===== src/rtl/uart_pkg.sv =====
// Shared UART defaults and pointer/count width helpers for the receive and transmit buffers.
package uart_pkg;

  localparam int unsigned UART_DATA_WIDTH    = 8;
  localparam int unsigned UART_RX_FIFO_DEPTH = 16;

  // Index width into a DEPTH-entry array; wraps naturally for power-of-two depths.
  function automatic int unsigned ptr_width(input int unsigned depth);
    return (depth > 1) ? $clog2(depth) : 1;
  endfunction

  // Occupancy needs one extra bit to represent the full value DEPTH.
  function automatic int unsigned cnt_width(input int unsigned depth);
    return $clog2(depth) + 1;
  endfunction

endpackage


===== src/rtl/uart_fifo_mem.sv =====
// Simple dual-port storage: registered write port, combinational read port, contents not reset.
module uart_fifo_mem #(
  parameter int unsigned DATA_WIDTH = 8,
  parameter int unsigned DEPTH      = 16,
  parameter int unsigned AW         = 4
) (
  input  logic                  clk,
  input  logic                  we,
  input  logic [AW-1:0]         waddr,
  input  logic [DATA_WIDTH-1:0] wdata,
  input  logic [AW-1:0]         raddr,
  output logic [DATA_WIDTH-1:0] rdata
);

  logic [DATA_WIDTH-1:0] mem [DEPTH];

  always_ff @(posedge clk) begin
    if (we) begin
      mem[waddr] <= wdata;
    end
  end

  assign rdata = mem[raddr];

endmodule


===== src/rtl/uart_rx_fifo.sv =====
// Receive byte FIFO behind the UART receiver: first-word-fall-through read, sticky overflow.
// Define UART_RX_FIFO_OVERWRITE_EN to overwrite the oldest entry on a push while full.
module uart_rx_fifo
  import uart_pkg::*;
#(
  parameter  int unsigned DATA_WIDTH = UART_DATA_WIDTH,
  parameter  int unsigned DEPTH      = UART_RX_FIFO_DEPTH,
  localparam int unsigned AW         = ptr_width(DEPTH),
  localparam int unsigned CW         = cnt_width(DEPTH)
) (
  input  logic                  clk,
  input  logic                  reset,
  input  logic [DATA_WIDTH-1:0] in_data,
  input  logic                  in_ready,
  output logic [DATA_WIDTH-1:0] out_data,
  output logic                  out_valid,
  input  logic                  out_ack,
  output logic [CW-1:0]         count,
  output logic                  full,
  output logic                  empty,
  output logic                  overflow,
  input  logic                  overflow_clr
);

  logic [AW-1:0]         wr_ptr;
  logic [AW-1:0]         rd_ptr;
  logic [AW-1:0]         wr_ptr_nxt;
  logic [AW-1:0]         rd_ptr_nxt;
  logic [CW-1:0]         count_nxt;
  logic                  push;
  logic                  pop;
  logic                  we;
  logic                  ovf_set;
  logic [DATA_WIDTH-1:0] rdata;

  // Next pointer/occupancy; a pop with nothing queued is ignored via out_valid.
  always_comb begin
    push       = in_ready;
    pop        = out_ack & out_valid;
    wr_ptr_nxt = wr_ptr;
    rd_ptr_nxt = rd_ptr;
    count_nxt  = count;
    we         = 1'b0;
    ovf_set    = 1'b0;
    if (push && pop) begin
      we         = 1'b1;
      wr_ptr_nxt = wr_ptr + AW'(1);
      rd_ptr_nxt = rd_ptr + AW'(1);
    end else if (push && !full) begin
      we         = 1'b1;
      wr_ptr_nxt = wr_ptr + AW'(1);
      count_nxt  = count + CW'(1);
    end else if (push) begin
      ovf_set = 1'b1;
`ifdef UART_RX_FIFO_OVERWRITE_EN
      we         = 1'b1;
      wr_ptr_nxt = wr_ptr + AW'(1);
      rd_ptr_nxt = rd_ptr + AW'(1);
`else
      we         = 1'b0;
`endif
    end else if (pop) begin
      rd_ptr_nxt = rd_ptr + AW'(1);
      count_nxt  = count - CW'(1);
    end
  end

  always_ff @(posedge clk or posedge reset) begin
    if (reset) begin
      wr_ptr    <= '0;
      rd_ptr    <= '0;
      count     <= '0;
      out_valid <= 1'b0;
      empty     <= 1'b1;
      full      <= 1'b0;
      overflow  <= 1'b0;
    end else begin
      wr_ptr    <= wr_ptr_nxt;
      rd_ptr    <= rd_ptr_nxt;
      count     <= count_nxt;
      out_valid <= (count_nxt != '0);
      empty     <= (count_nxt == '0);
      full      <= (count_nxt == CW'(DEPTH));
      // Set wins over a same-cycle clear.
      if (ovf_set) begin
        overflow <= 1'b1;
      end else if (overflow_clr) begin
        overflow <= 1'b0;
      end
    end
  end

  uart_fifo_mem #(
    .DATA_WIDTH(DATA_WIDTH),
    .DEPTH     (DEPTH),
    .AW        (AW)
  ) u_mem (
    .clk  (clk),
    .we   (we),
    .waddr(wr_ptr),
    .wdata(in_data),
    .raddr(rd_ptr),
    .rdata(rdata)
  );

  assign out_data = out_valid ? rdata : '0;

endmodule


===== config.mk =====
export PLATFORM = sky130hd
export DESIGN_NAME = uart_rx_fifo
export DESIGN_NICKNAME = d
export VERILOG_FILES = /design/src/rtl/uart_pkg.sv /design/src/rtl/uart_fifo_mem.sv /design/src/rtl/uart_rx_fifo.sv
export SDC_FILE = /design/constraint.sdc
export NUM_CORES = 1
export LEC_CHECK = 0
export CAP_MARGIN = 20
export CORE_ASPECT_RATIO = 0.5
export CORE_MARGIN = 1.5
export CORE_UTILIZATION = 49
export DETAILED_ROUTE_END_ITERATION = 7
export GPL_TIMING_DRIVEN = 0
export PLACE_DENSITY_LB_ADDON = 0.12
export RECOVER_POWER = 100
export SYNTH_ARGS = -nofsm -noshare
export SYNTH_HDL_FRONTEND = slang
export SYNTH_SLANG_ARGS = --single-unit

===== constraint.sdc =====
create_clock -name clk -period 2.7 [get_ports clk]
set_input_delay 0.675 -clock clk [delete_from_list [all_inputs] [get_ports clk]]
set_output_delay 0.675 -clock clk [all_outputs]
set_load 0.03 [all_outputs]

After elaboration in Yosys (flattened, before gate mapping)
Memory sizes are Yosys's and may differ from the RTL's.
Cells that the tools add are included.
Widths: inputs -> output; s select.
- add/sub/neg operators: 4
- equality and inequality tests: 3
- muxes and demuxes: 20
- bitwise operators: 1
- reduce and logical (&&, ||, !) cells: 9
- operators with widths (kind ; number):
    $mux 4 ; 6
    $mux 5 ; 4
    $mux 1 ; 9
    $add 4x1->4 const B ; 2
    $mux 8 ; 1
    $reduce_bool 2->1 ; 3
    $add 5x1->5 const B ; 1
    $eq 5x5->1 const B ; 1
    $logic_not 5->1 ; 1
    $reduce_bool 5->1 ; 1
    $sub 5x1->5 const B ; 1
    $reduce_and 3->1 ; 1
    $logic_and 1x1->1 ; 2
    $ne 2x1->1 const B ; 1
    $ne 2x2->1 const B ; 1
    $and 1x1->1 ; 1
    $logic_not 1->1 ; 1
- register bits after elaboration: 17
- bits in writable memories: 128
- bits of input ports: 13
- output and inout port bits: 17
- word-level logic and storage cells: 45
- memories: 1
- memories (memory ; depth ; width ; read ports ; clocked after memory_dff ; wr ports ; RTL line ; text):
    u_mem.mem ; 16 ; 8 ; 1 ; 0 ; 1 ; uart_fifo_mem.sv:15 ; logic [DATA_WIDTH-1:0] mem [DEPTH];

Depth between registers and ports, before layout
- word-level depth: 6
- mapped depth: 7
- depth with buffers taken out: 6

Modules after synthesis
Synthesis repeated with hierarchy kept, for this count alone.
- cells, all modules: 310
- area, all modules: 5924.4 um^2
- modules (own cells, without submodules) (module ; times used ; cells each ; area an instance (um^2) ; seq. area each (um^2)):
    uart_fifo_mem ; 1 ; 221 ; 4987.3 ; 3843.7
    uart_rx_fifo ; 1 ; 89 ; 937.1 ; 426.7

Worst setup path before layout
Ideal clock, no wire load.
- path type: register -> output
- start: register rd_ptr[0]
- end: output port out_data[2]
- arrival: 1.899 ns
- data required time: 2.025 ns
- setup slack: 0.126 ns
- stages on the path, launching flop included: 7
- path buffers: 3
- path through: dfrtp_1 > buf_2 > buf_4 > buf_2 > mux2_2 > nand2_1 > a21boi_0
- cells in the longest elaborated chain, start to end: 2
- ends and longest elaborated chain (what ; RTL line ; text):
    start, declared ; uart_rx_fifo.sv:26 ; logic [AW-1:0] rd_ptr;
    start signal, assigned ; uart_rx_fifo.sv:79 ; rd_ptr <= rd_ptr_nxt;
    $mem_v2 16x8 ; - ;
    $mux 8 ; uart_rx_fifo.sv:106 ; assign out_data = out_valid ? rdata : '0;
    end, declared ; uart_rx_fifo.sv:15 ; output logic [DATA_WIDTH-1:0] out_data,
No other way between the ends.

Worst setup path after layout
- start: register rd_ptr[3]
- end: output port out_data[4]
Same word-level chain as after synthesis.

==> results_tabular.tex <==
\begin{tabular}{lr}
\hline
Metric & Value \\
\hline
\multicolumn{2}{l}{\textbf{Outcome}} \\
Run status & complete, but fails checks \\
Failing checks & negative setup slack \\
\multicolumn{2}{l}{\textbf{Hold path}} \\
Worst Hold Path EP & count[4]\$\_DFF\_PP0\_ \\
Hold Path Class & flip-flop to flip-flop \\
Worst hold path stage count & 1 \\
Hold path startpoint & count[4]\$\_DFF\_PP0\_ \\
\multicolumn{2}{l}{\textbf{Floorplanning}} \\
Die area & 12700 um2 \\
Die Y-Extent & 80.5 um \\
Starting density of the core & 0.500 \\
Number of core rows & 28 \\
Core footprint & 11800 um2 \\
Chip width & 158 um \\
Top-level port count & 30 \\
\multicolumn{2}{l}{\textbf{Detailed routing}} \\
Detailed-route via count & 3058 \\
Count of antenna-violating nets left after detailed routing & 0 \\
Number of design-rule violations left by the first detailed-router iteration & 232 \\
Number of detailed-route iterations in the first pass & 4 \\
Wire per inst & 22.7 um \\
DRC violation count after routing & 0 \\
Wire length reported by the detailed router & 12400 um \\
Via density per instance & 5.60 \\
\multicolumn{2}{l}{\textbf{Cells and area}} \\
FF+latch area & 4270 um2 \\
Multi-input gate area in the final layout & 1580 um2 \\
Diode count & 0 \\
Synthesis-to-layout area growth & 23.1\% \\
Fill count & 846 \\
Proportion of layout cells with a drive suffix above 1 & 0.304 \\
Utilization of the core after routing & 0.616 \\
Post-layout nets & 388 \\
\multicolumn{2}{l}{\textbf{Worst setup path}} \\
Critical path launch point type & flip-flop \\
Critical path class & flip-flop to output pin \\
Kind of end point of the critical path & output pin \\
Count of cells along the worst register-to-register path & 5 \\
Family with the most delay on the worst path & flip-flops \\
Critical Path Fanout Max & 10 \\
Total buffers and inverters traversed by the critical path & 2 \\
Chain of cells forming the critical path & buf\_2 > mux2i\_1 > o22ai\_1 > buf\_4 \\
R2R setup slack & 0.56 ns \\
Required time of the critical path & 2.03 ns \\
Critical path's largest stage delay & 0.69 ns \\
Destination of the worst register-to-register timing path & u\_mem.mem[9][2]\$\_DFFE\_PP\_ \\
Launch point of the worst reg-to-reg path & out\_valid\$\_DFF\_PP0\_ \\
Arrival time at the worst endpoint & 2.15 ns \\
Critical-path cell with the highest stage delay & dfrtp\_1 \\
\multicolumn{2}{l}{\textbf{CTS}} \\
Insertion delay to the later sink of the worst-skew pair & 0.41 ns \\
CTS HTree Levels & 4 \\
Buffers from clock root to sink, at most & 2 \\
CTS tree & done \\
Clock transition time at the flip-flop clock pins of the worst setup and hold paths & 0.06 ns \\
CTS buffer count & 17 \\
Clock sinks & 145 \\
Buffer cell driving the clock tree root & clkbuf\_16 \\
\multicolumn{2}{l}{\textbf{Synthesis}} \\
Yosys Warn Count & 0 \\
Portion of the post-synthesis area used by sequential elements & 0.725 \\
Fraction of post-synthesis cell area in the top cell type by area & 0.653 \\
Top-count cell post-synth & edfxtp\_1 \\
Cells after Synth & 308 \\
Post-synth net total & 328 \\
Netlist cell types & 44 \\
Cell area after synthesis & 5890 um2 \\
Register bit total from synthesis & 145 \\
Synth top area cells & edfxtp\_1 (65\%), mux4\_2 (11\%), dfrtp\_1 (6.8\%) \\
Share of flip-flops with an asynchronous set or reset after synthesis & 0.117 \\
Leading area contributor after synthesis & edfxtp\_1 \\
Most frequent cells after synthesis & edfxtp\_1 (128), mux4\_2 (30), mux2i\_1 (17), dfrtp\_1 (16), nand2\_1 (9) \\
Synthesized area per cell & 19.1 um2 \\
EDFF count, synth & 128 \\
Synth Flop Type & edfxtp\_1 \\
\multicolumn{2}{l}{\textbf{Global routing}} \\
Met3 Usage GRT & 0.0475 \\
Via count of the first global-routing pass & 3178 \\
Global-route track usage on met2 & 0.336 \\
First-pass GRT wire length & 18900 um \\
Overall track demand over capacity in global routing & 0.216 \\
Maximum number of pins on one net before global-route repair & 18 \\
Grt total ovfl & 0 \\
Most Crowded Layer GR & met2 \\
Initial antenna violation count & 0 \\
GRT met1 Usage & 0.301 \\
\multicolumn{2}{l}{\textbf{Power and ir drop}} \\
Sw frac & 0.330 \\
Combinational share of power & 0.381 \\
Total leakage power & 2.51 nW \\
Power Dens Cells & 1170 nW/um2 \\
Worst IR drop on VDD & 0.000434 V \\
Power share of the clock group & 0.269 \\
Sw power & 0.00280 W \\
Internal power consumption & 0.00567 W \\
Flop pwr share & 0.351 \\
\multicolumn{2}{l}{\textbf{STA}} \\
Max-Slew Margin vs Limit & 0.556 \\
Worst hold slack across all endpoints & 0.507 ns \\
Final critical path time including I/O delays and setup & 2.82 ns \\
Number of slew-limit violations in the final report & 0 \\
Hold Violations, Final & 0 \\
Post-route setup slack & -0.124 ns \\
Final count of negative-setup-slack endpoints & 16 \\
Slew @ Worst Pin & 0.665 ns \\
Setup Skew & 0.00544 ns \\
RSZ-0062 raised after global routing & true \\
Max Clk Rate & 354 MHz \\
Period utilisation layout & 1.05 \\
\multicolumn{2}{l}{\textbf{Placement}} \\
Worst Setup Slack post-DPL & -0.708 ns \\
Estimated wirelength of the detail-placed design & 7770 um \\
Count of buffers inserted at the top-level ports & 29 \\
GP Congestion & 0.799 \\
\multicolumn{2}{l}{\textbf{Job}} \\
Number of max-cap violations & 0 \\
\hline
\end{tabular}
[per-layer routing]
metal	vias to the layer above	share of wire
met5	-	0
met4	0	0.011
met3	14	0.055
met2	77	0.49
met1	1599	0.45
li1	1368	-
[area by class of cell]
class / instances / area share
Inverter: 6 / 0.00311
Clock inverter: 13 / 0.0190
Clock buffer: 19 / 0.0597
Buffer: 14 / 0.0188
Tap cell: 165 / 0.0285
Timing Repair Buffer: 43 / 0.0632
Multi-Input combinational cell: 141 / 0.218
Sequential cell: 145 / 0.590
[stage by stage]
step	area [um2]	cells	total power (W)	setup TNS [ns]
after floorplan	5890	308	0.00484	0
after global placement	6380	502	0.00569	-64.50
after detailed placement	6390	502	0.00577	-68.53
after CTS	7240	546	0.00848	-0.849
after global routing	7250	546	0.00884	-10.15
final	7250	546	0.00846	-0.804
[sequential cells by signal, summed over array words and instances, names as in the netlist]
name       cells
empty          1
rd_ptr         4
out_valid      1
wr_ptr         4
full           1
overflow       1
count          5
u_mem.mem    128
[kinds of logic after synthesis]
kind of cell / count (synthesis) / share of synthesized area
mux: 49 / 0.147
buf+inv: 22 / 0.0183
simple gates: 51 / 0.0516
flops: 145 / 0.725
compound gates: 24 / 0.0276
fa+ha+maj: 7 / 0.0149
xor+xnor: 10 / 0.0149
[cell usage in the layout, fill, tap and decap left out, drive strengths merged, types with 4 or more instances in the layout]
cell type,netlist,final
edfxtp,128,128
mux4,30,30
buf,11,30
clkbuf,5,25
dlygate4sd3,0,20
mux2i,17,17
dfrtp,16,16
nand2,10,10
and3,8,8
inv,6,8
xnor2,7,7
ha,7,7
o22ai,7,7
nand3,5,5
nor2,5,5
clkinvlp,0,5
o21ai,5,5
and4,4,4
and2,4,4
clkinv,0,4
[power groups by stage]
| stage | Sequential [W] | Clock [W] | Combinational [W] |
|---|---|---|---|
| after detailed placement | 0.00296 | 0 | 0.00280 |
| after CTS | 0.00296 | 0.00229 | 0.00322 |
| after global placement | 0.00294 | 0 | 0.00275 |
| after global routing | 0.00300 | 0.00241 | 0.00343 |
| final | 0.00297 | 0.00227 | 0.00322 |
| after floorplan | 0.00301 | 0 | 0.00183 |
[repair_timing]
| action | 4_1_cts | 5_1_grt |
|---|---|---|
| pin swaps | 6 | 5 |
| hold buffers | 0 | 0 |
| setup buffers | 10 | 1 |
| endpoints found under the setup margin | 80 | 136 |
| gates cloned | 3 | 0 |
| gates resized for setup | 95 | 6 |
[worst reg2reg max path, cell delays in order (launching register included)]
cell and delay (ns):
dfrtp_1 0.36, buf_6 0.15, nand2_2 0.14, a21boi_2 0.33
clkbuf_1 0.34, and3_2 0.48
[worst max-delay path by stage]
| stage | cells after the start | end | start |
|---|---|---|---|
| final | 4 | out_data[4] | rd_ptr[3]$_DFFE_PP0P_ |
| after global routing | 7 | out_data[5] | rd_ptr[0]$_DFFE_PP0P_ |
| after CTS | 6 | out_data[0] | rd_ptr[0]$_DFFE_PP0P_ |
| after detailed placement | 5 | u_mem.mem[7][3]$_DFFE_PP_ | in_ready |
| after global placement | 5 | u_mem.mem[7][3]$_DFFE_PP_ | in_ready |
| after floorplan | 6 | out_data[2] | rd_ptr[0]$_DFFE_PP0P_ |
Power figures use the tool's default switching activity.
==> variant (same settings) <==
Register the output `count` once more, cleared by the reset; this adds one clock of latency there. The other outputs are not delayed to match.
--- a/src/rtl/uart_rx_fifo.sv
+++ b/src/rtl/uart_rx_fifo.sv
@@ -23,4 +23,6 @@
 );
 
+  logic [CW-1:0] count_s0;
+
   logic [AW-1:0]         wr_ptr;
   logic [AW-1:0]         rd_ptr;
@@ -40,5 +42,5 @@
     wr_ptr_nxt = wr_ptr;
     rd_ptr_nxt = rd_ptr;
-    count_nxt  = count;
+    count_nxt  = count_s0;
     we         = 1'b0;
     ovf_set    = 1'b0;
@@ -50,5 +52,5 @@
       we         = 1'b1;
       wr_ptr_nxt = wr_ptr + AW'(1);
-      count_nxt  = count + CW'(1);
+      count_nxt  = count_s0 + CW'(1);
     end else if (push) begin
       ovf_set = 1'b1;
@@ -62,5 +64,5 @@
     end else if (pop) begin
       rd_ptr_nxt = rd_ptr + AW'(1);
-      count_nxt  = count - CW'(1);
+      count_nxt  = count_s0 - CW'(1);
     end
   end
@@ -70,5 +72,5 @@
       wr_ptr    <= '0;
       rd_ptr    <= '0;
-      count     <= '0;
+      count_s0  <= '0;
       out_valid <= 1'b0;
       empty     <= 1'b1;
@@ -78,5 +80,5 @@
       wr_ptr    <= wr_ptr_nxt;
       rd_ptr    <= rd_ptr_nxt;
-      count     <= count_nxt;
+      count_s0  <= count_nxt;
       out_valid <= (count_nxt != '0);
       empty     <= (count_nxt == '0);
@@ -106,4 +108,12 @@
   assign out_data = out_valid ? rdata : '0;
 
+  always_ff @(posedge clk or posedge reset) begin
+    if (reset) begin
+      count <= '0;
+    end else begin
+      count <= count_s0;
+    end
+  end
+
 endmodule
 
Function: changed (a bounded check fails within 4 cycles, from zero or initial values and one cycle with reset high).
==> variant against the original RTL <==
Cell area up 2.6%. Largest cell class unchanged. Synthesized area up 2.2%. Critical path depth up 1. Clock power up 4%. Sequential cell count up 5. Final cell count up 0.37%. Sequential share of layout area up 0.19 points. Synthesized cell count unchanged. Routed wire length up 4.5%. The run still ends with negative setup slack left. Power up 2.1%. Worst setup slack worse by 120 ps. Highest routed layer unchanged. Sequential power up 5%.
==> variant: results (changes against the original RTL) <==
violations: "negative setup slack"
place_worst_setup_slack_ps: -691  # +16.6 ps
internal-power_mw: 5.79  # +2.3%
cp_max_fo: 5  # -5
reg2regPathDepth: 5  # unchanged
seq_area_frac_synth: 0.730  # +0.00496
clock_skew_ps: 9.43  # +4.00 ps
yosys-top-cells-count: "edfxtp_1 (128), mux4_2 (33), dfrtp_1 (21)"
wirelength_um: 13000  # +4.5%
grt_pass1_wl_um: 18800  # -0.44%
fin_nets: 390  # +0.52%
drc: 0  # unchanged
numPlacedInstances: 503  # +0.20%
biggestRegsByFlops: "u_mem.mem x128, count x5, count_s0 x5"
cp_top_family: "multiplexers"
hold_ws_ps: 447  # -59.9 ps
grt_max_degree: 23  # +5
synth_area_leaders: "edfxtp_1 (64%), mux4_2 (12%), dfrtp_1 (8.7%)"
gr-usage-all-layers: 0.208  # -0.00856
htreeDepth: 4  # unchanged
rr_startpoint: "out_valid$_DFF_PP0_"
reg2reg_slack_ps: 370  # -190 ps
endpoint: "out_data[3]"
max_stage_delay_ps: 500  # -190 ps
dp.final_hpwl_um: 8070  # +3.9%
setup.worst_path.start: "rd_ptr[0]$_DFFE_PP0P_"
tns_ps: -1650  # -842 ps
arrival_ps: 2270  # +120 ps
synth-async-reset-ratio: 0.147  # +0.0294
peakVddDrop_v: 0.000727  # +68%
synth_edf_count: 128  # unchanged
synth_cell_types: 43  # -2.3%
drive_gt1_frac: 0.313  # +0.00885
vias: 3158  # +3.3%
gp_routability_congestion: 0.806  # +0.91%
fin_ws_ps: -245  # -121 ps
r2r_end: "u_mem.mem[6][6]$_DFFE_PP_"
power_leakage_nw: 2.59  # +3.0%
crit_slowest_cell: "mux4_2"
drt_iter0_drc: 406  # +75%
place_area_sq_um: 6540  # +2.3%
finalSetupViolCount: 8  # -8
max_slew_margin: 0.395  # -0.161
status: "finished with violations"
final_cells: 548  # +0.37%
## variant: power groups by stage
stage | clock (mW) | sequential (mW) | combinational, mW
floorplan | 0 | 3.13 | 1.78
global placement | 0 | 3.06 | 2.66
detailed placement | 0 | 3.09 | 2.74
CTS | 2.40 | 3.07 | 2.85
global route | 2.49 | 3.15 | 3.34
finish | 2.37 | 3.11 | 3.16
## variant: per-layer routing
layer	vias to the layer above	wire (um)	GRT usage
li1	1386	-	-
met5	-	0	0
met1	1636	5310	0.267
met3	10	1030	0.0419
met2	126	6540	0.358
met4	0	85	0.0821
## variant: cell type report
class / instances / area, sq um
Fill cell: 802 / 4480
Sequential cell: 150 / 4400
Multi-Input combinational cell: 137 / 1620
Timing Repair Buffer: 45 / 478
Clock buffer: 18 / 429
Tap cell: 165 / 206
Clock inverter: 14 / 164
Buffer: 13 / 119
Inverter: 6 / 22.5
## variant: cells by family after synthesis
group / share of synthesized area
adders and majority gates: 0.0145
buffers and inverters: 0.0139
DFF: 0.730
muxes: 0.149
xor gates and xnor gates: 0.0131
AOI/OAI and AO/OA: 0.0243
and+or+nand+nor: 0.0553
## variant: worst min path at each step
stage,startpoint,to,depth (start not counted)
floorplan,count_s0[4]$_DFF_PP0_,count[4]$_DFF_PP0_,0
global placement,count_s0[4]$_DFF_PP0_,count[4]$_DFF_PP0_,0
detailed placement,count_s0[4]$_DFF_PP0_,count[4]$_DFF_PP0_,0
CTS,count_s0[4]$_DFF_PP0_,count[4]$_DFF_PP0_,0
global route,count_s0[4]$_DFF_PP0_,count[4]$_DFF_PP0_,0
finish,count_s0[4]$_DFF_PP0_,count[4]$_DFF_PP0_,0
## variant: timing repair
action,4_1_cts,5_1_grt
setup buffers,1,11
pin swaps,0,6
hold endpoints to repair,0,0
resized for setup,76,27
setup endpoints to repair,102,54
gates cloned,0,3
